--- config.mk ---
export PLATFORM = sky130hd
export DESIGN_NAME = piso_shift_serializer_flat
export DESIGN_NICKNAME = d
export VERILOG_FILES = /design/src/rtl/piso_shift_serializer_pkg.sv /design/src/rtl/piso_shift_serializer_if.sv /design/src/rtl/piso_shift_serializer_core.sv /design/src/rtl/piso_shift_serializer.sv /design/src/flat_wrapper.sv
export SDC_FILE = /design/constraint.sdc
export NUM_CORES = 1
export LEC_CHECK = 0
export CORE_AREA = 4 4 41 43
export CTS_CLUSTER_DIAMETER = 40
export DETAILED_ROUTE_END_ITERATION = 16
export DIE_AREA = 0 0 45 47
export GPL_ROUTABILITY_DRIVEN = 0
export GPL_TIMING_DRIVEN = 0
export PLACE_DENSITY = 0.71
export RECOVER_POWER = 25
export REMOVE_ABC_BUFFERS = 1
export SETUP_SLACK_MARGIN = 0.02
export SLEW_MARGIN = 20
export SYNTH_ARGS = -nofsm -noshare
export SYNTH_HDL_FRONTEND = slang
export SYNTH_SLANG_ARGS = --single-unit
--- constraint.sdc ---
create_clock -name clk -period 1.4 [get_ports clk]
set_input_delay 0.28 -clock clk [delete_from_list [all_inputs] [get_ports clk]]
set_output_delay 0.28 -clock clk [all_outputs]
set_load 0.01 [all_outputs]
--- src/rtl/piso_shift_serializer_pkg.sv ---
// Shared types and helpers for the parallel-in/serial-out serializer.
package piso_shift_serializer_pkg;

    // Two-state controller encoding
    typedef logic [0:0] state_t;
    localparam state_t ST_IDLE  = 1'b0;
    localparam state_t ST_SHIFT = 1'b1;

    // Bit-counter width able to hold the value WIDTH
    function automatic int unsigned cnt_width(input int unsigned w);
        return $clog2(w + 1);
    endfunction

endpackage

--- src/rtl/piso_shift_serializer_if.sv ---
// Load handshake and serial output bundle of the serializer.
interface piso_shift_serializer_if #(
    parameter int unsigned WIDTH = 4
);
    logic             load_valid;
    logic             load_ready;
    logic [WIDTH-1:0] parallel_in;
    logic             serial_out;
    logic             serial_valid;
    logic             frame_start;
    logic             frame_last;

    // Upstream word source / serial consumer side
    modport master (
        output load_valid, parallel_in,
        input  load_ready, serial_out, serial_valid, frame_start, frame_last
    );

    // Serializer side
    modport slave (
        input  load_valid, parallel_in,
        output load_ready, serial_out, serial_valid, frame_start, frame_last
    );
endinterface

--- src/rtl/piso_shift_serializer_core.sv ---
// Shift register datapath: parallel load, zero-filled shift toward the output end.
module piso_shift_serializer_core
    import piso_shift_serializer_pkg::*;
#(
    parameter int unsigned WIDTH     = 4,
    parameter bit          MSB_FIRST = 1'b1
) (
    input  logic             clk,
    input  logic             rst,
    input  logic             i_load,
    input  logic             i_shift,
    input  logic [WIDTH-1:0] i_data,
    output logic             o_bit
);

    logic [WIDTH-1:0] r_sreg;

    // Load takes priority; otherwise shift with zero fill so the register empties by frame end
    always_ff @(posedge clk or posedge rst) begin
        if (rst) begin
            r_sreg <= '0;
        end else if (i_load) begin
            r_sreg <= i_data;
        end else if (i_shift) begin
            if (MSB_FIRST) begin
                r_sreg <= {r_sreg[WIDTH-2:0], 1'b0};
            end else begin
                r_sreg <= {1'b0, r_sreg[WIDTH-1:1]};
            end
        end
    end

    assign o_bit = MSB_FIRST ? r_sreg[WIDTH-1] : r_sreg[0];

endmodule

--- src/rtl/piso_shift_serializer.sv ---
// Serializer top: load handshake, frame controller and bit counter around the shift core.
module piso_shift_serializer
    import piso_shift_serializer_pkg::*;
#(
    parameter int unsigned WIDTH     = 4,
    parameter bit          MSB_FIRST = 1'b1
) (
    input  logic                   clk,
    input  logic                   clear,
    piso_shift_serializer_if.slave bus
);

    localparam int unsigned CW = cnt_width(WIDTH);

    state_t        r_state;
    state_t        w_state_nxt;
    logic [CW-1:0] r_count;
    logic [CW-1:0] w_count_nxt;
    logic          r_valid;
    logic          w_valid_nxt;
    logic          r_start;
    logic          w_start_nxt;
    logic          r_last;
    logic          w_last_nxt;
    logic          w_load_ready;
    logic          w_accept;
    logic          w_load;
    logic          w_shift;
    logic          w_bit;

    // Ready only from registered state: idle, or on the last bit of a frame
    assign w_load_ready = (r_state == ST_IDLE) ||
                          ((r_state == ST_SHIFT) && (r_count == CW'(1)));
    assign w_accept     = bus.load_valid && w_load_ready;

    // Controller state and registered frame flags
    always_ff @(posedge clk or posedge clear) begin
        if (clear) begin
            r_state <= ST_IDLE;
            r_count <= '0;
            r_valid <= 1'b0;
            r_start <= 1'b0;
            r_last  <= 1'b0;
        end else begin
            r_state <= w_state_nxt;
            r_count <= w_count_nxt;
            r_valid <= w_valid_nxt;
            r_start <= w_start_nxt;
            r_last  <= w_last_nxt;
        end
    end

    // Next-state, counter and datapath control
    always_comb begin
        w_state_nxt = r_state;
        w_count_nxt = r_count;
        w_valid_nxt = r_valid;
        w_start_nxt = 1'b0;
        w_last_nxt  = 1'b0;
        w_load      = 1'b0;
        w_shift     = 1'b0;
        if (w_accept) begin
            // New frame, from IDLE or chained straight off the last bit
            w_state_nxt = ST_SHIFT;
            w_count_nxt = CW'(WIDTH);
            w_valid_nxt = 1'b1;
            w_start_nxt = 1'b1;
            w_last_nxt  = 1'b0;
            w_load      = 1'b1;
        end else begin
            case (r_state)
                ST_SHIFT: begin
                    w_shift = 1'b1;
                    if (r_count == CW'(1)) begin
                        w_state_nxt = ST_IDLE;
                        w_count_nxt = '0;
                        w_valid_nxt = 1'b0;
                    end else begin
                        w_count_nxt = r_count - CW'(1);
                        w_last_nxt  = (r_count == CW'(2));
                    end
                end
                default: begin
                    w_valid_nxt = 1'b0;
                end
            endcase
        end
    end

    piso_shift_serializer_core #(
        .WIDTH     (WIDTH),
        .MSB_FIRST (MSB_FIRST)
    ) u_core (
        .clk     (clk),
        .rst     (clear),
        .i_load  (w_load),
        .i_shift (w_shift),
        .i_data  (bus.parallel_in),
        .o_bit   (w_bit)
    );

    assign bus.load_ready   = w_load_ready;
    assign bus.serial_out   = w_bit && r_valid;
    assign bus.serial_valid = r_valid;
    assign bus.frame_start  = r_start;
    assign bus.frame_last   = r_last;

endmodule

--- src/flat_wrapper.sv ---
// flat-port wrapper written by rule: the top's interface ports become plain ports
module piso_shift_serializer_flat import piso_shift_serializer_pkg::*;
#(
    parameter int unsigned WIDTH     = 4,
    parameter bit          MSB_FIRST = 1'b1
)
  (clk, clear, bus_load_valid, bus_parallel_in, bus_load_ready, bus_serial_out, bus_serial_valid, bus_frame_start, bus_frame_last);
  piso_shift_serializer_if #(.WIDTH(WIDTH)) bus_i ();
  input  logic clk;
  input  logic clear;
  input wire logic [$bits(bus_i.load_valid)-1:0] bus_load_valid;
  input wire logic [$bits(bus_i.parallel_in)-1:0] bus_parallel_in;
  output wire logic [$bits(bus_i.load_ready)-1:0] bus_load_ready;
  output wire logic [$bits(bus_i.serial_out)-1:0] bus_serial_out;
  output wire logic [$bits(bus_i.serial_valid)-1:0] bus_serial_valid;
  output wire logic [$bits(bus_i.frame_start)-1:0] bus_frame_start;
  output wire logic [$bits(bus_i.frame_last)-1:0] bus_frame_last;
  assign bus_i.load_valid = bus_load_valid;
  assign bus_i.parallel_in = bus_parallel_in;
  assign bus_load_ready = bus_i.load_ready;
  assign bus_serial_out = bus_i.serial_out;
  assign bus_serial_valid = bus_i.serial_valid;
  assign bus_frame_start = bus_i.frame_start;
  assign bus_frame_last = bus_i.frame_last;
  piso_shift_serializer #(.WIDTH(WIDTH), .MSB_FIRST(MSB_FIRST)) u_core (.clk(clk), .clear(clear), .bus(bus_i));
endmodule
==> results of run 1 <==
worst reg2reg max path, delay by kind of cell, from the launching register on:
family	cells	cell delay, ns
compound gates	1	0.24
fa+ha+maj	1	0.19
buf+inv	1	0.18
flops	1	0.42
simple gates	2	0.14
placed cells by master (no fill, tap or decap), drive strengths merged, types with 3 or more instances in the layout:
cell and count:
o21ai 3, ha 3, clkdlybuf4s50 5, a211oi 3, inv 5, dfrtp 11
buf 4, nand2 3, nor2b 3, clkbuf 4, dlygate4sd2 3
final timing paths:
check | startpoint | to | slack [ns] | cells past startpoint
min in group clk | u_core.bus.serial_valid | u_core.bus.serial_valid | 0.51 | 2
hold reg to reg | u_core.bus.serial_valid | u_core.bus.serial_valid | 0.51 | 2
setup reg to reg | u_core.r_count[0] | u_core.u_core.r_sreg[1] | 0.12 | 5
max in group asynchronous | clear | u_core.r_state | 0.64 | 2
hold / removal | clear | u_core.r_count[2] | 0.44 | 2
setup / recovery | u_core.r_count[0] | bus_load_ready | -0.03 | 4
cells by family (layout without fill, tap and decap cells):
| logic type | count (synthesis) | after routing |
|---|---|---|
| DFF | 11 | 11 |
| and+or+nand+nor | 17 | 17 |
| buffers and inverters | 7 | 23 |
| AOI/OAI and AO/OA | 13 | 13 |
| adders and majority gates | 3 | 3 |
flip-flops by register name, indices dropped and copies added, names as in the netlist:
register,count
u_core.bus.frame_last,1
u_core.bus.frame_start,1
u_core.bus.serial_valid,1
u_core.r_count,3
u_core.r_state,1
u_core.u_core.r_sreg,4
cells in the mapped netlist, drive strengths merged, types with 2 or more instances:
master  instances  area [sq um]
dfrtp          11           275
inv             5          18.8
a211oi          3          27.5
ha              3          37.5
nand2           3          18.8
nor2b           3          18.8
o21ai           3          18.8
a211o           2          17.5
buf             2          16.3
nand2b          2          15.0
nor3            2          10.0
nor3b           2          15.0
o221a           2          22.5
per-layer routing:
metal / GRT usage / part of all wire
met2: 0.186 / 0.47
met4: 0.0526 / 0.0037
met5: 0 / 0
met1: 0.152 / 0.45
met3: 0.0421 / 0.074
stage by stage:
stage	TNS (ns)	cells	cell area (sq um)
6_report	-0.0304	82	739
3_3_place_gp	-0.808	75	674
5_1_grt	-0.0775	82	739
2_1_floorplan	0	49	546
4_1_cts	-0.0379	81	729
3_5_place_dp	-0.865	75	674
layout make-up:
class | instances | share of cell area
timing repair buffer | 14 | 0.176
sequential | 11 | 0.374
multi-input combinational | 33 | 0.364
clock buffer | 4 | 0.0355
tap | 15 | 0.0254
inverter | 5 | 0.0254
power by group through the flow:
stage | Clock [mW] | Combinational (mW) | Sequential [mW]
after floorplan | 0 | 0.332 | 0.526
after global placement | 0 | 0.507 | 0.530
after detailed placement | 0 | 0.517 | 0.530
after CTS | 0.217 | 0.583 | 0.529
after global routing | 0.240 | 0.653 | 0.551
final | 0.211 | 0.595 | 0.536
timing repair:
item                                    in CTS  in global routing
pin swaps                                    1                  1
resized for setup                           13                  2
endpoints found under the setup margin       5                  3
buffers inserted                             2                  2
==> results.txt, run 1 <==
----------------------------------------------------
[Final layout]
  Number of fill cells ... 127
  Total number of nets in the final design ... 78
  Final cell utilization of the core ... 0.568
  N_diodes ... 0
  Layout overhead on the synthesized area ... 31.6%
  Area of the multi-input gates ... 269 sq um
  Sequential cell area ... 277 sq um
  Layout cells sized above 1 ... 0.224

[Setup path]
  Kind of start point of the critical path ... register
  Crit. End Element ... primary output
  CP peak stage delay ... 0.42 ns
  Chain of cells forming the critical path ... ha_4, nand2b_4, nand2_4, buf_6
  Worst EP required ... 1.12 ns
  Category of the critical setup timing path ... reg2out
  Buffers plus inverters on the worst setup path ... 1
  Arrival @ worst endpoint ... 1.15 ns
  Largest fanout of any net on the critical path ... 3
  Slowest CP cell ... sky130_fd_sc_hd__dfrtp_1
  Critical path's top delay family ... flip-flops

[Pwr]
  Tot Pwr ... 1.34 mW
  Psw ... 0.486 mW
  Switching fraction of total power ... 0.362
  Clk pwr share ... 0.157
  Internal power ... 0.856 mW
  Proportion of power drawn by flip-flops and latches ... 0.399
  Peak supply drop ... 1.06 mV
  Combinational group share of total power ... 0.444
  Static Leakage ... 0.355 nW
  Power density normalized to cell area ... 1810 mW/mm^2

[STA]
  Worst setup slack after layout ... -0.0304 ns
  Min cycle time layout ... 1.43 ns
  Transition time of the tightest slew-check pin ... 0.449 ns
  Final hold violations ... 0
  Relative slew slack ... 0.700
  Total count of max-transition violations in the final report ... 0
  Peak clock frequency supported by timing ... 699 MHz
  Unrepaired setup endpoints after global routing ... yes
  Final period util ... 1.02
  Final setup violation count ... 1
  Clock Skews ... 0.00203 ns
  Hold WS ... 0.443 ns

[Clock tree]
  H-tree levels ... 1
  Sink Count ... 11
  Hold-fix buffers at CTS ... 0
  Clock network latency to the later pin of the worst-skew pair ... 0.26 ns
  Maximum buffer depth of the clock tree ... 2
  Cell at the root of the clock tree ... sky130_fd_sc_hd__clkbuf_4
  Clock transition time at the flip-flop clock pins of the worst setup and hold paths ... 0.07 ns
  Total clock buffers created by CTS ... 3
  CTS tree ... yes

[Run status]
  Violated checks ... negative setup slack
  Run status ... finished with violations

[Drt]
  Number of design-rule violations left by the first detailed-router iteration ... 5
  Average wire per cell in the routed design ... 13.4 microns
  Remaining routing DRC violations ... 0
  Post-DRT Antenna Nets ... 0
  Routed vias ... 454
  Router iterations before antenna repair ... 4
  Average via count per standard cell ... 5.54
  Total length of routed wires ... 1.10 mm

[Logic synthesis]
  Synth async-reset ratio ... 1.00
  Cell variety after synth ... 27
  Main combinational cell family by area after synthesis ... simple AND/OR/NAND/NOR gates
  Mapped Cells ... 51
  Synthesized-area fraction occupied by xor and xnor cells ... 0
  Synthesized area divided by synthesized cell count ... 11.0 sq um
  Total of warnings raised by yosys ... 0
  Fraction of the yosys area taken by sequential cells ... 0.490
  FF+latch count, synth ... 11
  Share of synthesized area spent on multiplexers ... 0
  Most instantiated flip-flop cell in the synthesis netlist ... sky130_fd_sc_hd__dfrtp_1
  Syn Std Cell Area ... 562 sq um
  Compound-Gate Fraction of Synth Area ... 0.189
  Fraction of the mapped netlist area in simple logic gates ... 0.192
  Count of flip-flops with a built-in enable after synthesis ... 0
  Adder and majority cell fraction of the synthesized area ... 0.0668

[Floorplan]
  I/O Pins ... 12
  Die Footprint ... 0.00212 sq mm
  Starting Density ... 0.432
  Chip Height ... 47 microns
  Area of the placeable core ... 0.00130 sq mm
  Number of rows in the core area ... 13
  Die boundary width ... 45 microns

[Job]
  Count of max-cap constraint violations ... 0

[Placed design]
  Number of buffers added on ports ... 11
  Final HPWL from detailed placement ... 680 microns
  Setup WS pre-CTS ... -0.324 ns

[Global routing]
  Maximum number of pins on one net before global-route repair ... 16
  Via count of the first global-routing pass ... 412
  Antenna violations before repair ... 0
  Overflow left after global routing ... 0
  Global-route wire length before repair ... 1.82 mm
  Overall routing resource usage ... 0.121

[Worst hold path]
  Type of the tightest min-delay check ... in2async

----------------------------------------------------
(Power assumes the default switching activity.)
==> inputs of run 2 (changes only) <==
Settings changed: GPL_ROUTABILITY_DRIVEN 0 to default.
==> results of run 2 <==
Same layout as run 1: the final DEF is identical, and so are final timing and power.
==> inputs of run 3 (changes only) <==
Settings changed: CORE_AREA 4 4 41 43 to 2 2 39 41, DIE_AREA 0 0 45 47 to 0 0 41 43.
==> run 3 against run 2 <==
  * The run still ends with negative setup slack left
  * Cell count is 3.7% higher
  * Die area is 17% lower
  * Global-route usage is 4.3 points higher
  * Final area is 2.2% higher
  * Wire length is 1.5% higher
  * Utilization is 2.2 points lower
  * Clock skew hardly changed
  * Setup slack better by 0.0099 ns
  * Critical path type unchanged
  * Largest power group unchanged
==> results.txt, run 3 (same netlist as run 1, synthesis figures left out) <==
----------------------------------------------------
[STA]
  Clock Skews ... 0.00226 ns (+0.000223 ns)
  Unrepaired setup endpoints after global routing ... yes
  Hold WS ... 0.440 ns (-0.00342 ns)
  Min cycle time layout ... 1.42 ns (-0.00994 ns)
  Transition time of the tightest slew-check pin ... 0.442 ns (-0.00667 ns)
  Final hold violations ... 0 (unchanged)
  Relative slew slack ... 0.704 (+0.00446)
  Final setup violation count ... 1 (unchanged)
  Total count of max-transition violations in the final report ... 0 (unchanged)
  Final period util ... 1.01 (-0.00710)
  Peak clock frequency supported by timing ... 704 MHz (+0.70%)
  Worst setup slack after layout ... -0.0205 ns (+0.00994 ns)

[Drt]
  Wire length the detailed router placed on met1 ... 503 microns (+2.0%)
  Total length of routed wires ... 1.11 mm (+1.5%)
  Routed vias ... 430 (-5.3%)
  Router iterations before antenna repair ... 4 (unchanged)
  Max Used Layer ... met4
  Average wire per cell in the routed design ... 13.1 microns (-2.1%)
  Number of design-rule violations left by the first detailed-router iteration ... 5 (unchanged)
  Post-DRT Antenna Nets ... 0 (unchanged)
  Metal3 WL ... 46 microns (-43%)
  Remaining routing DRC violations ... 0 (unchanged)
  Average via count per standard cell ... 5.06 (-8.6%)
  Met2 wire length ... 533 microns (+3.5%)

[Pwr]
  Switching fraction of total power ... 0.357 (-0.00582)
  Static Leakage ... 0.365 nW (+2.7%)
  Power density normalized to cell area ... 1830 mW/mm^2 (+0.92%)
  Internal power ... 0.890 mW (+4.1%)
  Proportion of power drawn by flip-flops and latches ... 0.386 (-0.013)
  Psw ... 0.494 mW (+1.5%)
  Clk pwr share ... 0.161 (+0.004)
  Peak supply drop ... 0.910 mV (-14%)
  Combinational group share of total power ... 0.453 (+0.009)

[Final layout]
  Layout cells sized above 1 ... 0.246 (+0.0225)
  Top flop regs ... u_core.u_core.r_sreg: 4 flops, u_core.r_count: 3 flops
  Largest Register ... u_core.u_core.r_sreg
  N_diodes ... 0 (unchanged)
  Post-route insts no fill ... 85 (+3.7%)
  Layout overhead on the synthesized area ... 34.5%
  Most frequent standard cell in the layout excluding fill and tap cells ... sky130_fd_sc_hd__dfrtp_1
  Number of fill cells ... 121 (-4.7%)
  Commonest non-fill, non-tap cells in the layout ... 10 x sky130_fd_sc_hd__dfrtp_1, 5 x sky130_fd_sc_hd__clkdlybuf4s50_1, 5 x sky130_fd_sc_hd__buf_4
  Flip-flop count of the largest register after layout ... 4 (unchanged)
  Total number of nets in the final design ... 80 (+2.6%)

[Setup path]
  Chain of cells forming the critical path ... ha_4, nand2b_4, nand2_4, buf_6
  Arrival @ worst endpoint ... 1.14 ns (about the same)
  Slowest CP cell ... sky130_fd_sc_hd__dfrtp_1
  Worst EP required ... 1.12 ns (about the same)
  R2r endpoint ... u_core.u_core.r_sreg[1]
  Category of the critical setup timing path ... reg2out
  Startpoint of the worst-slack reg-to-reg timing path ... u_core.r_count[1]
  Crit. End Element ... primary output
  Largest fanout of any net on the critical path ... 4 (+1)
  Setup slack of the worst register-to-register path ... 0.10 ns (-0.02 ns)
  Logic depth of the worst register-to-register path ... 5 (unchanged)
  Kind of start point of the critical path ... register
  CP peak stage delay ... 0.41 ns (about the same)

[Global routing]
  Global-route wire length before repair ... 1.90 mm (+4.2%)
  Maximum number of pins on one net before global-route repair ... 16 (unchanged)
  Overall routing resource usage ... 0.163 (+0.0429)
  Antenna violations before repair ... 0 (unchanged)
  Via count of the first global-routing pass ... 441 (+7.0%)
  Overflow left after global routing ... 0 (unchanged)

[Floorplan]
  Die Footprint ... 0.00176 sq mm (-17%)
  Chip Height ... 43 microns (-8.5%)
  I/O Pins ... 12 (unchanged)
  Starting Density ... 0.406 (-0.0258)
  Area of the placeable core ... 0.00138 sq mm (+6.3%)
  Number of rows in the core area ... 14 (+1)
  Die boundary width ... 41 microns (-8.9%)

[Run status]
  Run status ... finished with violations
  Violated checks ... negative setup slack

[Clock tree]
  Cell at the root of the clock tree ... sky130_fd_sc_hd__clkbuf_4
  CTS tree ... yes
  Clock network latency to the later pin of the worst-skew pair ... 0.27 ns (about the same)
  Hold-fix buffers at CTS ... 0 (unchanged)
  Clock transition time at the flip-flop clock pins of the worst setup and hold paths ... 0.07 ns (about the same)
  Total clock buffers created by CTS ... 3 (unchanged)
  Sink Count ... 11 (unchanged)
  H-tree levels ... 1 (unchanged)
  Maximum buffer depth of the clock tree ... 2 (unchanged)

[Placed design]
  Final HPWL from detailed placement ... 722 microns (+6.3%)
  Number of placed instances with taps included ... 76 (+1.3%)
  Number of buffers added on ports ... 11 (unchanged)
  Final Wtd Congestion ... 0.753

[Worst hold path]
  Type of the tightest min-delay check ... in2async

[Job]
  Count of max-cap constraint violations ... 0 (unchanged)

----------------------------------------------------
[run 3: cell count changes in the layout (fill, tap and decap cells not counted)]
cell,change
sky130_fd_sc_hd__buf_4,+2
[run 3: area by class of cell]
class	instances	area (sq um)	share of cell area
clock buffer	4	26.3	0.0348
inverter	5	18.8	0.0248
multi-input combinational	33	269	0.356
sequential	11	277	0.366
tap	16	20.0	0.0265
timing repair buffer	16	145	0.192
[run 3: timing repair]
action	in CTS	in global routing
buffers inserted	2	3
gates cloned	0	0
gates resized for setup	13	2
endpoints found under the setup margin	5	3
pin swaps	1	1
[run 3: how the worst max path moves through the flow]
stage | end | start | depth (start not counted)
2_1_floorplan | u_core.u_core.r_sreg[1] | u_core.r_count[1] | 5
3_3_place_gp | bus_load_ready | u_core.r_count[1] | 5
3_5_place_dp | bus_load_ready | u_core.r_count[1] | 5
4_1_cts | bus_load_ready | u_core.r_count[0] | 4
5_1_grt | bus_load_ready | u_core.r_count[0] | 4
6_report | bus_load_ready | u_core.r_count[0] | 4
[run 3: per-stage QoR]
stage	TNS (ns)	utilization	cell area, sq um	power (mW)	worst slack (ns)
3_3_place_gp	-0.823	0.488	676	1.03	-0.314
2_1_floorplan	0	-	546	0.857	0.174
5_1_grt	-0.0716	0.546	756	1.51	-0.0716
4_1_cts	-0.0554	0.528	731	1.35	-0.0554
3_5_place_dp	-0.887	0.488	676	1.05	-0.330
6_report	-0.0205	0.546	756	1.38	-0.0205
[run 3: power groups by stage]
stage / Clock [mW] / Sequential [mW] / Combinational, mW
finish: 0.223 / 0.534 / 0.627
floorplan: 0 / 0.526 / 0.332
global route: 0.254 / 0.553 / 0.706
detailed placement: 0 / 0.537 / 0.514
global placement: 0 / 0.529 / 0.503
CTS: 0.233 / 0.534 / 0.579
[run 3: layer usage]
layer	track usage	up-vias
li1	-	222
met1	0.200	198
met2	0.250	8
met3	0.0471	2
met5	0	-
met4	0.0800	0
[run 3: critical path, delay by kind of cell (launching register included)]
family,cells,cell delay [ns]
adders and majority gates,1,0.19
buffers and inverters,1,0.13
DFF,1,0.41
and+or+nand+nor,2,0.15
